**src/rtl/txt_pkg.sv**
```systemverilog
// Shared constants, FSM state type and ASCII-to-screen-code mapping for the 40x24 text page.
package txt_pkg;

  localparam int unsigned COLS  = 40;
  localparam int unsigned ROWS  = 24;
  localparam int unsigned CELLS = COLS * ROWS;

  localparam logic [15:0] TXT_BASE = 16'h0400;
  localparam logic [7:0]  BLANK    = 8'hA0;

  localparam logic [5:0] LAST_COL = 6'(COLS - 1);
  localparam logic [4:0] LAST_ROW = 5'(ROWS - 1);

  typedef enum logic [2:0] {
    IDLE,
    PUT,
    CLEAR,
    SCROLL_RD,
    SCROLL_WR,
    CLRLINE
  } txt_state_t;

  // Only meaningful for printable input (0x20..0x7F after masking bit 7).
  function automatic logic [7:0] ascii_to_code(input logic [7:0] ascii);
    logic [7:0] c;
    c = ascii & 8'h7F;
    if (c >= 8'h60) return (c - 8'h20) | 8'h80;
    return c | 8'h80;
  endfunction

endpackage

```
**src/rtl/txt_console_writer_cursor.sv**
```systemverilog
// Cursor column/row counters with advance, newline, backspace and home, plus linear cell index.
// End-of-page row behaviour follows TXT_SCROLL_EN (hold last row) or wraps to row 0.
module txt_cursor
  import txt_pkg::*;
(
  input  logic        CLOCK_50,
  input  logic        reset,
  input  logic        adv,
  input  logic        nl,
  input  logic        bs,
  input  logic        home,
  output logic [5:0]  col,
  output logic [4:0]  row,
  output logic [15:0] cell_idx,
  output logic        at_last_col,
  output logic        at_last_row
);

  logic [4:0] next_row;

  always_comb begin
    at_last_col = (col == LAST_COL);
    at_last_row = (row == LAST_ROW);
`ifdef TXT_SCROLL_EN
    next_row = at_last_row ? LAST_ROW : row + 5'd1;
`else
    next_row = at_last_row ? '0 : row + 5'd1;
`endif
    // row*40 as row*32 + row*8, kept in 16 bits
    cell_idx = (16'(row) << 5) + (16'(row) << 3) + 16'(col);
  end

  always_ff @(posedge CLOCK_50) begin
    if (reset || home) begin
      col <= '0;
      row <= '0;
    end else if (adv) begin
      if (at_last_col) begin
        col <= '0;
        row <= next_row;
      end else begin
        col <= col + 6'd1;
      end
    end else if (nl) begin
      col <= '0;
      row <= next_row;
    end else if (bs && col != '0) begin
      col <= col - 6'd1;
    end
  end

endmodule

```
**src/rtl/txt_console_writer.sv**
```systemverilog
// Text console writer: decodes host bytes into text RAM writes, cursor moves, clear and end-of-page.
// Build option TXT_SCROLL_EN: scroll page up at end-of-page instead of wrapping to row 0.
module txt_console_writer
  import txt_pkg::*;
(
  input  logic        CLOCK_50,
  input  logic        reset,
  input  logic        ch_valid,
  input  logic [7:0]  ch_data,
  output logic        ch_ready,
  output logic        mem_we,
  output logic [15:0] mem_adr,
  output logic [7:0]  mem_wdata,
  input  logic [7:0]  mem_rdata,
  output logic [5:0]  cursor_col,
  output logic [4:0]  cursor_row,
  output logic        busy
);

  txt_state_t  state;
  logic [7:0]  wdata_q;
  logic [15:0] cnt;
  logic        eop_pend;

  logic [15:0] cell_idx;
  logic        at_last_col, at_last_row;
  logic [7:0]  c;
  logic        accept, is_print, is_nl, is_bs, is_ff, eop_now, clear_done;
  txt_state_t  eop_state;
  logic [15:0] eop_adr;
  logic        eop_we;

  always_comb begin
    c          = ch_data & 8'h7F;
    accept     = (state == IDLE) && ch_valid && ch_ready;
    is_print   = (c >= 8'h20);
    is_nl      = (c == 8'h0D);
    is_bs      = (c == 8'h08);
    is_ff      = (c == 8'h0C);
    eop_now    = at_last_row && (is_nl || (is_print && at_last_col));
    clear_done = (state == CLEAR) && (cnt == 16'(CELLS - 1));
`ifdef TXT_SCROLL_EN
    eop_state  = SCROLL_RD;
    eop_adr    = TXT_BASE + 16'(COLS);
    eop_we     = 1'b0;
`else
    eop_state  = CLRLINE;
    eop_adr    = TXT_BASE;
    eop_we     = 1'b1;
`endif
  end

  txt_cursor u_cursor (
    .CLOCK_50    (CLOCK_50),
    .reset       (reset),
    .adv         (accept && is_print),
    .nl          (accept && is_nl),
    .bs          (accept && is_bs),
    .home        (clear_done),
    .col         (cursor_col),
    .row         (cursor_row),
    .cell_idx    (cell_idx),
    .at_last_col (at_last_col),
    .at_last_row (at_last_row)
  );

  always_ff @(posedge CLOCK_50) begin
    if (reset) begin
      state    <= IDLE;
      ch_ready <= 1'b0;
      mem_we   <= 1'b0;
      mem_adr  <= TXT_BASE;
      wdata_q  <= BLANK;
      busy     <= 1'b0;
      cnt      <= '0;
      eop_pend <= 1'b0;
    end else begin
      case (state)
        IDLE: begin
          ch_ready <= 1'b1;
          mem_we   <= 1'b0;
          if (accept) begin
            if (is_print) begin
              state    <= PUT;
              ch_ready <= 1'b0;
              mem_we   <= 1'b1;
              mem_adr  <= TXT_BASE + cell_idx;
              wdata_q  <= ascii_to_code(ch_data);
              eop_pend <= eop_now;
            end else if (is_bs && cursor_col != '0) begin
              state    <= PUT;
              ch_ready <= 1'b0;
              mem_we   <= 1'b1;
              mem_adr  <= TXT_BASE + cell_idx - 16'd1;
              wdata_q  <= BLANK;
              eop_pend <= 1'b0;
            end else if (is_nl && at_last_row) begin
              state    <= eop_state;
              ch_ready <= 1'b0;
              busy     <= 1'b1;
              mem_we   <= eop_we;
              mem_adr  <= eop_adr;
              wdata_q  <= BLANK;
              cnt      <= '0;
            end else if (is_ff) begin
              state    <= CLEAR;
              ch_ready <= 1'b0;
              busy     <= 1'b1;
              mem_we   <= 1'b1;
              mem_adr  <= TXT_BASE;
              wdata_q  <= BLANK;
              cnt      <= '0;
            end
          end
        end
        PUT: begin
          // A character written into the last cell still owes the end-of-page sequence.
          if (eop_pend) begin
            state    <= eop_state;
            busy     <= 1'b1;
            mem_we   <= eop_we;
            mem_adr  <= eop_adr;
            wdata_q  <= BLANK;
            cnt      <= '0;
            eop_pend <= 1'b0;
          end else begin
            state    <= IDLE;
            ch_ready <= 1'b1;
            mem_we   <= 1'b0;
          end
        end
        CLEAR: begin
          if (cnt == 16'(CELLS - 1)) begin
            state    <= IDLE;
            ch_ready <= 1'b1;
            busy     <= 1'b0;
            mem_we   <= 1'b0;
          end else begin
            cnt     <= cnt + 16'd1;
            mem_adr <= mem_adr + 16'd1;
          end
        end
`ifdef TXT_SCROLL_EN
        SCROLL_RD: begin
          state   <= SCROLL_WR;
          mem_we  <= 1'b1;
          mem_adr <= TXT_BASE + cnt;
        end
        SCROLL_WR: begin
          if (cnt == 16'(CELLS - COLS - 1)) begin
            state   <= CLRLINE;
            mem_we  <= 1'b1;
            mem_adr <= TXT_BASE + 16'(CELLS - COLS);
            wdata_q <= BLANK;
            cnt     <= '0;
          end else begin
            state   <= SCROLL_RD;
            mem_we  <= 1'b0;
            mem_adr <= TXT_BASE + cnt + 16'(COLS + 1);
            cnt     <= cnt + 16'd1;
          end
        end
`endif
        CLRLINE: begin
          if (cnt == 16'(COLS - 1)) begin
            state    <= IDLE;
            ch_ready <= 1'b1;
            busy     <= 1'b0;
            mem_we   <= 1'b0;
          end else begin
            cnt     <= cnt + 16'd1;
            mem_adr <= mem_adr + 16'd1;
          end
        end
        default: begin
          state    <= IDLE;
          ch_ready <= 1'b0;
          busy     <= 1'b0;
          mem_we   <= 1'b0;
        end
      endcase
    end
  end

`ifdef TXT_SCROLL_EN
  // Scroll copy forwards read data straight into the write issued in SCROLL_WR.
  assign mem_wdata = (state == SCROLL_WR) ? mem_rdata : wdata_q;
`else
  logic unused_rdata;
  assign unused_rdata = ^mem_rdata;
  assign mem_wdata    = wdata_q;
`endif

endmodule
```
**config.mk**
```make
export PLATFORM = sky130hd
export DESIGN_NAME = txt_console_writer
export DESIGN_NICKNAME = d
export VERILOG_FILES = /design/src/rtl/txt_pkg.sv /design/src/rtl/txt_console_writer_cursor.sv /design/src/rtl/txt_console_writer.sv
export SDC_FILE = /design/constraint.sdc
export NUM_CORES = 1
export LEC_CHECK = 0
export ABC_CLOCK_PERIOD_IN_PS = 8900
export CAP_MARGIN = 20
export CORE_UTILIZATION = 50
export DETAILED_ROUTE_END_ITERATION = 12
export MAX_ROUTING_LAYER = met4
export PLACE_DENSITY_LB_ADDON = 0.2
export SYNTH_ARGS = -nofsm -noshare
export SYNTH_HDL_FRONTEND = slang
export SYNTH_SLANG_ARGS = --single-unit
```
**constraint.sdc**
```tcl
create_clock -name CLOCK_50 -period 8.9 [get_ports CLOCK_50]
set_clock_uncertainty 0.05 [all_clocks]
set_input_delay 2.225 -clock CLOCK_50 [delete_from_list [all_inputs] [get_ports CLOCK_50]]
set_output_delay 2.225 -clock CLOCK_50 [all_outputs]
set_load 0.01 [all_outputs]
```
== Yosys cells after proc, flatten, opt, wreduce, memory -nomap -nowiden ==
Cells that the tools add are included.

* Bits of input ports: 19
* Logic and storage cells: 151
* Flip-flop bits (word level): 58
* Output and inout port bits: 38

* Equality and inequality tests: 23
* $lt $le $gt $ge: 2
* Add/subtract/negate cells: 10
* Reductions and logical operators: 28
* Multiplexer cells: 78

{| class="wikitable"
|+ Operators with widths
! cell !! count
|-
| $mux W16 || 16
|-
| $pmux W16 S4 || 2
|-
| $mux W8 || 8
|-
| $add A16 B1 Y16 const B || 2
|-
| $mux W1 || 30
|-
| $mux W3 || 8
|-
| $mux W6 || 4
|-
| $eq A7 B4 Y1 const B || 3
|-
| $mux W5 || 4
|-
| $ne A2 B2 Y1 const B || 9
|-
| $add A11 B16 Y16 const A || 1
|-
| $add A16 B6 Y16 || 1
|-
| $eq A16 B10 Y1 const B || 1
|-
| $eq A16 B6 Y1 const B || 1
|-
| $pmux W8 S2 || 1
|-
| $sub A16 B1 Y16 const B || 1
|-
| $pmux W1 S4 || 3
|-
| $pmux W3 S4 || 1
|-
| $add A10 B8 Y11 || 1
|-
| $logic_and A1 B1 Y1 || 11
|-
| $reduce_and A4 Y1 || 2
|-
| $reduce_and A8 Y1 || 1
|-
| $ge A7 B6 Y1 const B || 1
|-
| $ge A7 B7 Y1 const B || 1
|-
| other kinds (23) || 28
|}

== Logic depth before layout (Yosys ltp) ==
* Word-level depth: 10
* Mapped depth: 10
* Mapped depth without buffers: 10

== Hierarchy ==
From an unflattened synthesis, not the netlist that was laid out.

* Cell total of the unflattened synthesis: 554
* Area, all modules: 4289.1 um^2

{| class="wikitable"
|+ Modules (own cells, without submodules)
! module !! sequential area each (um^2) !! cells an instance !! times used !! area an instance (um^2)
|-
| txt_console_writer || 920.9 || 418 || 1 || 3190.6
|-
| txt_cursor || 220.2 || 136 || 1 || 1098.6
|}

== Worst setup path after synthesis ==
OpenSTA, ideal clock, no wires.

* Path kind: input to register
* Start point: input ch_data[6]
* End point: register cnt[10]
* Arrival: 3983 ps
* Setup time: 117 ps
* Cell stages on the path: 7
* Setup slack: 4749 ps
* Cell sequence: or4b_4 > a2111oi_4 > o2111ai_2 > nor4b_4 > nand3_1 > xor2_1 > nor2_1

* Cells in the longest elaborated chain, start to end: 7

{| class="wikitable"
|+ Ends and longest elaborated chain
! element !! RTL line !! text
|-
| start: declaration || txt_console_writer.sv:9 || <nowiki>input logic [7:0] ch_data,</nowiki>
|-
| $eq A7 B4 Y1 || txt_console_writer.sv:37 || <nowiki>is_nl = (c == 8'h0D);</nowiki>
|-
| $logic_and A1 B1 Y1 || txt_console_writer.sv:97 || <nowiki>end else if (is_nl && at_last_row) begin</nowiki>
|-
| $mux W16 || txt_console_writer.sv:97 ||
|-
| $mux W16 || txt_console_writer.sv:90 || <nowiki>end else if (is_bs && cursor_col != '0) begin</nowiki>
|-
| $mux W16 || txt_console_writer.sv:83 || <nowiki>if (is_print) begin</nowiki>
|-
| $mux W16 || txt_console_writer.sv:82 || <nowiki>if (accept) begin</nowiki>
|-
| $pmux W16 S4 || txt_console_writer.sv:78 || <nowiki>case (state)</nowiki>
|-
| end signal: assignment || txt_console_writer.sv:139 || <nowiki>cnt <= cnt + 16'd1;</nowiki>
|-
| end signal: assignment || txt_console_writer.sv:171 || <nowiki>cnt <= cnt + 16'd1;</nowiki>
|-
| end: declaration || txt_console_writer.sv:22 || <nowiki>logic [15:0] cnt;</nowiki>
|}

Parallel ways exist; a longest one is shown, timed or not. The select of a mux whose other input is x is not followed.
A chain may end at the register's enable or synchronous reset.

== Worst setup path after layout ==
* Start point: input ch_data[6]
* End point: register mem_adr[15]

* Cells in the longest elaborated chain, start to end: 7

{| class="wikitable"
|+ Ends and longest elaborated chain
! element !! RTL line !! text
|-
| $eq A7 B4 Y1 || txt_console_writer.sv:37 ||
|-
| $logic_and A1 B1 Y1 || txt_console_writer.sv:97 ||
|-
| $mux W16 || txt_console_writer.sv:97 ||
|-
| $mux W16 || txt_console_writer.sv:90 ||
|-
| $mux W16 || txt_console_writer.sv:83 ||
|-
| $mux W16 || txt_console_writer.sv:82 ||
|-
| $pmux W16 S4 || txt_console_writer.sv:78 ||
|-
| end signal: assignment || txt_console_writer.sv:87 || <nowiki>mem_adr <= TXT_BASE + cell_idx;</nowiki>
|-
| end signal: assignment || txt_console_writer.sv:94 || <nowiki>mem_adr <= TXT_BASE + cell_idx - 16'd1;</nowiki>
|-
| end signal: assignment || txt_console_writer.sv:102 || <nowiki>mem_adr <= eop_adr;</nowiki>
|-
| end: declaration || txt_console_writer.sv:12 || <nowiki>output logic [15:0] mem_adr,</nowiki>
|}

Parallel ways exist; a longest one is shown, timed or not. The select of a mux whose other input is x is not followed.

==> reports/results.ini <==
[logic_synthesis]
synth.area.top_cells=dfxtp_1 31%, nor2_1 6.3%, a21oi_1 4.6%
yosys.area.top_type_share_pct=30.5
syn_area_per_cell_sq_um=7.82
synthDistinctLibCells=65
synthTopCellsByCount=63 x nor2_1, 57 x dfxtp_1, 36 x nand2_1
synth_area_sq_um=3740
synthCells=478
synth_enable_flop_cells=0
ys_ff_latch=57
async_flop_share_pct=0
synth_top_cell_by_area=dfxtp_1
synth_most_common_cell=nor2_1
ys_seq_area_share_pct=30.5
yosys_warnings=0
synth-main-ff-cell=dfxtp_1
syn_nets=511

[detailed_routing]
vias_per_cell=5.85
ant_nets=0
route.detailed.wl_per_inst_microns=15.4
drc_errors=0
drt_iter0_drc=226
vias=3657
dr.pass1.iters=5
detail_route.wirelength_microns=9610

[clock_network]
cts_resized=0
cts_sinks=57
tritoncts=yes
clkLatencyLatePin_ns=0.35
root_buffer=clkbuf_8
cts_max_level=3
clockBufferDepth=2
cts_hold_repair.buffers=0
numCtsBuffers=9
clk_pin_slew_ns=0.07
cts_setup_buffers=0

[worst_setup_path]
max_stage_delay_ns=0.81
timing.rr.end=mem_adr[9]
crit_arrival_ns=5.31
endpoint_kind=flop
timing.rr.start=u_cursor.row[2]
crit_type=input port to flop
cp-start-kind=input port
r2r_slack_ns=5.69
cp_top_family=simple AND/OR/NAND/NOR gates
cp_max_fo=13
worst-path-buf-inv=1
crit_required_ns=9.14
cpMaxStageDelayCell=a211oi_2
crit_chain=clkdlybuf4s50_1, or4b_4, nor2_1, o21ai_1, a211oi_2, nand2_1, or3_1, a21oi_1
r2r_cells=10

[sta]
tns_ns=0
worst_pin_slew_ns=0.912
finalHoldViolations=0
fin_crit_ns=5.07
min_period_over_period_pct=57.0
rsz0062_at_grt=no
fmax_ghz=0.197
maxSlewViolCount=0
setup_ws_ns=3.83
setup_viol=0
hold_ws_ns=0.425
maxSlewHeadroom_pct=39.1

[place]
port-buffer-count=46
dpl_worst_slack_ns=3.53
gp_congestion=0.917
dp.cells=606
dpl.hpwl_microns=7010

[power_and_ir_drop]
leakagePower_uw=0.00150
vdd_drop_max_mv=0.123
power_density_nw_per_um2=216

[final_layout]
instances_no_fill=625
layout-drive-gt1-share_pct=7.60
fin_util_pct=61.5
fillers=677
synthToLayoutAreaGrowth_pct=19.3
finalNetCount=554
antenna_cells=0

[min_path]
hp-start=mem_wdata[2]
min_delay_path_depth=2
hold_path_class=flop to flop
min_to=mem_wdata[2]

[die]
die_w_microns=88.4
die_y_microns=88.4
core_area_sq_um=7250
start_util_pct=51.5
rows=31
io_pins=57
die_area_sq_um=7820

[global_route]
antenna_found_initial=0
grt_overflow=0
grt_use_total_pct=26.8
grt_max_degree=29
grt_pass1_wl_microns=15700
grt_pass1_vias=3308

[outcome]
status=finished, final reports clean

[flow_run]
maxCapViolCount=0

-- cell type report --
class	count	area, sq um	area share (%)
Clock inverter	6	43.8	0.982
Timing Repair Buffer	51	498	11.2
Clock buffer	10	138	3.09
Inverter	13	48.8	1.09
Sequential cell	57	1140	25.6
Multi-Input combinational cell	389	2460	55.3
Tap cell	99	124	2.78
-- stage by stage --
stage | total power, uW | instance area [sq um]
5_1_grt | 1020 | 4460
3_3_place_gp | 719 | 4250
4_1_cts | 955 | 4440
6_report | 962 | 4460
3_5_place_dp | 730 | 4250
2_1_floorplan | 602 | 3740
-- cells by family after synthesis --
logic type / after synthesis / synth area share (%)
other cells: 1 / 0.100
simple gates: 217 / 30.2
flops: 57 / 30.5
xor+xnor: 34 / 7.97
fa+ha+maj: 14 / 5.09
compound gates: 122 / 22.3
buf+inv: 32 / 3.48
mux: 1 / 0.268
-- power by group --
| group | internal (uW) | switching [uW] |
|---|---|---|
| clock | 108 | 114 |
| combinational | 166 | 238 |
| sequential | 288 | 47.5 |
-- flip-flops by register name, summed over array words and instances (netlist names) --
| name | count |
|---|---|
| eop_pend | 1 |
| mem_wdata | 7 |
| state | 3 |
| u_cursor.col | 6 |
| busy | 1 |
| ch_ready | 1 |
| mem_adr | 16 |
| u_cursor.row | 5 |
| cnt | 16 |
| mem_we | 1 |
-- layout by cell type, fill, tap and decap left out, types with 7 or more instances in the layout --
cell / count
inv_1: 13
ha_1: 12
o21ai_0: 26
nor2_1: 63
nand2b_1: 7
dfxtp_1: 57
nand3_1: 27
xnor2_1: 17
clkdlybuf4s50_1: 46
and2_1: 9
clkbuf_8: 10
nor3_1: 20
and3_1: 11
nand2_1: 36
a21oi_1: 34
xor2_1: 17
-- layer usage --
metal / routed length [microns] / track usage (%) / vias up
met5: 0 / - / -
met4: 221 / 11.7 / 0
met3: 405 / 5.13 / 20
met2: 4340 / 40.5 / 99
met1: 4650 / 34.7 / 1705
li1: - / - / 1833
-- worst min-delay path: cells and delay by family, from the launching register on --
family	cells	cell delay [ns]
AOI/OAI and AO/OA	1	0.05
DFF	1	0.31
and+or+nand+nor	1	0.06
-- worst max path at each step --
| stage | start | cells past startpoint | end |
|---|---|---|---|
| 2_1_floorplan | ch_data[6] | 7 | cnt[10] |
| 3_3_place_gp | ch_data[6] | 8 | mem_adr[15] |
| 3_5_place_dp | ch_data[6] | 8 | mem_adr[15] |
| 4_1_cts | ch_data[6] | 8 | mem_adr[15] |
| 5_1_grt | ch_data[6] | 8 | mem_adr[15] |
| 6_report | ch_data[6] | 8 | mem_adr[15] |
(Power assumes the default switching activity.)
==> edit: new RTL, same settings <==
Make the reset (`reset`) asynchronous in one clocked block.
--- a/src/rtl/txt_console_writer.sv
+++ b/src/rtl/txt_console_writer.sv
@@ -65,5 +65,5 @@
   );
 
-  always_ff @(posedge CLOCK_50) begin
+  always_ff @(posedge CLOCK_50 or posedge reset) begin
     if (reset) begin
       state    <= IDLE;
Check against the original RTL: differs if reset is asserted again (counterexample within 4 cycles, from zero or initial values and one cycle with reset high); with reset held inactive, the same outputs for 4 cycles.
==> edit against the unedited design <==
  * Sequential cell count did not move
  * Cell area increased by 3.6%
  * Wire length decreased by 0.80%
  * Largest cell class unchanged
  * Highest routed layer unchanged
  * Area after synthesis up 5.4%
  * Setup slack got worse by 0.64 ns
Power is not compared: it rests on default switching activity, and its combinational part moved more than twofold at a synthesized area within 25%.
==> edit: results (changes against the unedited design) <==
* Top cells by count, synth: 53 x o21ai_0, 48 x nand2_1, 44 x dfrtp_1
* CP max stage delay at 1.07 ns (+0.26 ns)
* Reg2reg setup slack at 5.34 ns (-0.35 ns)
* Synth cell types at 77 (+18%)
* DP HPWL at 6608 µm (-5.7%)
* TritonCTS buffer count at 9 (unchanged)
* Vias in the first global route at 3516 (+6.3%)
* Hold Crit Depth at 1 (-1)
* Final GP Congestion at 0.9125 (-0.51%)
* Worst Reg-to-Reg Cells at 8 (-2)
* Xor/xnor share of the synthesized area at 0.04417 (-0.03554)
* Share of layout cells above drive strength 1 at 0.07486 (-0.001190)
* Peak supply drop at between 80 and 90 µV
* Main flop type after synthesis: dfrtp_1
* YS warnings at 0 (unchanged)
* Synth area leaders: dfrtp_1 28%, o21ai_0 6.7%, dfxtp_1 5.6%
* Port bufs at 46 (unchanged)
* Synth Area in Adders at 0.05021 (-0.0006977)
* Mux share of post-synthesis cell area at 0.01049 (+0.007807)
* Critical-path maximum fanout at 22 (+9)
* Slowest cell on crit path: nor2_1
* First-pass GRT wire length at 16470 µm (+5.2%)
* Area after DPL at 0.004428 mm² (+4.1%)
* Asr flop ratio synth at 0.8070 (+0.8070)
* Post-synthesis compound-gate area fraction at 0.2310 (+0.007638)
* Drt total wl at 9536 µm (-0.80%)
* Final net count at 548 (-1.1%)
* Sequential cell area fraction in the yosys report at 0.3489 (+0.04348)
* Total track usage at 0.2531 (-0.01465)
* Pin count of the biggest net entering global routing at 48 (+66%)
* Via density at 6.066 (+3.7%)
* Min-Delay Endpoint: mem_adr[15]$_DFFE_PP0P_
* Status: completed
* FF-to-FF Start: u_cursor.row[1]$_SDFFE_PP0P_
* Crit Reg-Reg Endpoint: ch_ready$_DFFE_PP0P_
* Slew headroom at 0.2705 (-0.1204)
* Worst EP arrival at 5.88 ns (+0.57 ns)
## edit: changes by cell type after synthesis, moves of 8 or more
cell | before | now
a21oi_1 | 34 | 22
xor2_1 | 17 | 7
dfxtp_1 | 57 | 11
nor3_1 | 20 | 12
nor2_1 | 63 | 42
nand2_1 | 36 | 48
dfrtp_1 | 0 | 44
o21ai_0 | 26 | 53
## edit: per-layer routing
layer,track usage,vias up,share of wire
met1,0.3367,1812,0.46
met2,0.3756,125,0.46
met4,0.1048,0,0.018
met3,0.04966,14,0.063
met5,-,-,0
li1,-,1810,-
## edit: per-stage QoR
| step | util | setup slack [ns] | hold WS (ns) | instances |
|---|---|---|---|---|
| floorplan | - | 4.992 | 0.4019 | 479 |
| global placement | 0.5946 | 2.901 | 0.4230 | 604 |
| detailed placement | 0.5946 | 2.847 | 0.4332 | 604 |
| CTS | 0.6200 | 3.237 | 0.4445 | 620 |
| global route | 0.6200 | 2.886 | 0.4698 | 620 |
| finish | 0.6200 | 3.192 | 0.4365 | 620 |
## edit: final cells by class
class	instances	area [µm²]
clock buffer	13	148.9
clock inverter	3	40.04
inverter	21	78.83
tap	99	123.9
fill	671	2830
sequential	57	1374
multi-input combinational	379	2376
timing repair buffer	48	475.5
## edit: power by group through the flow
stage | Clock (mW) | Sequential, mW | Combinational, mW
3_5_place_dp | 0 | 0.263 | 0.0197
5_1_grt | 0.260 | 0.258 | 0.0218
6_report | 0.244 | 0.258 | 0.0194
2_1_floorplan | 0 | 0.263 | 0.0117
4_1_cts | 0.248 | 0.258 | 0.0198
3_3_place_gp | 0 | 0.263 | 0.0196
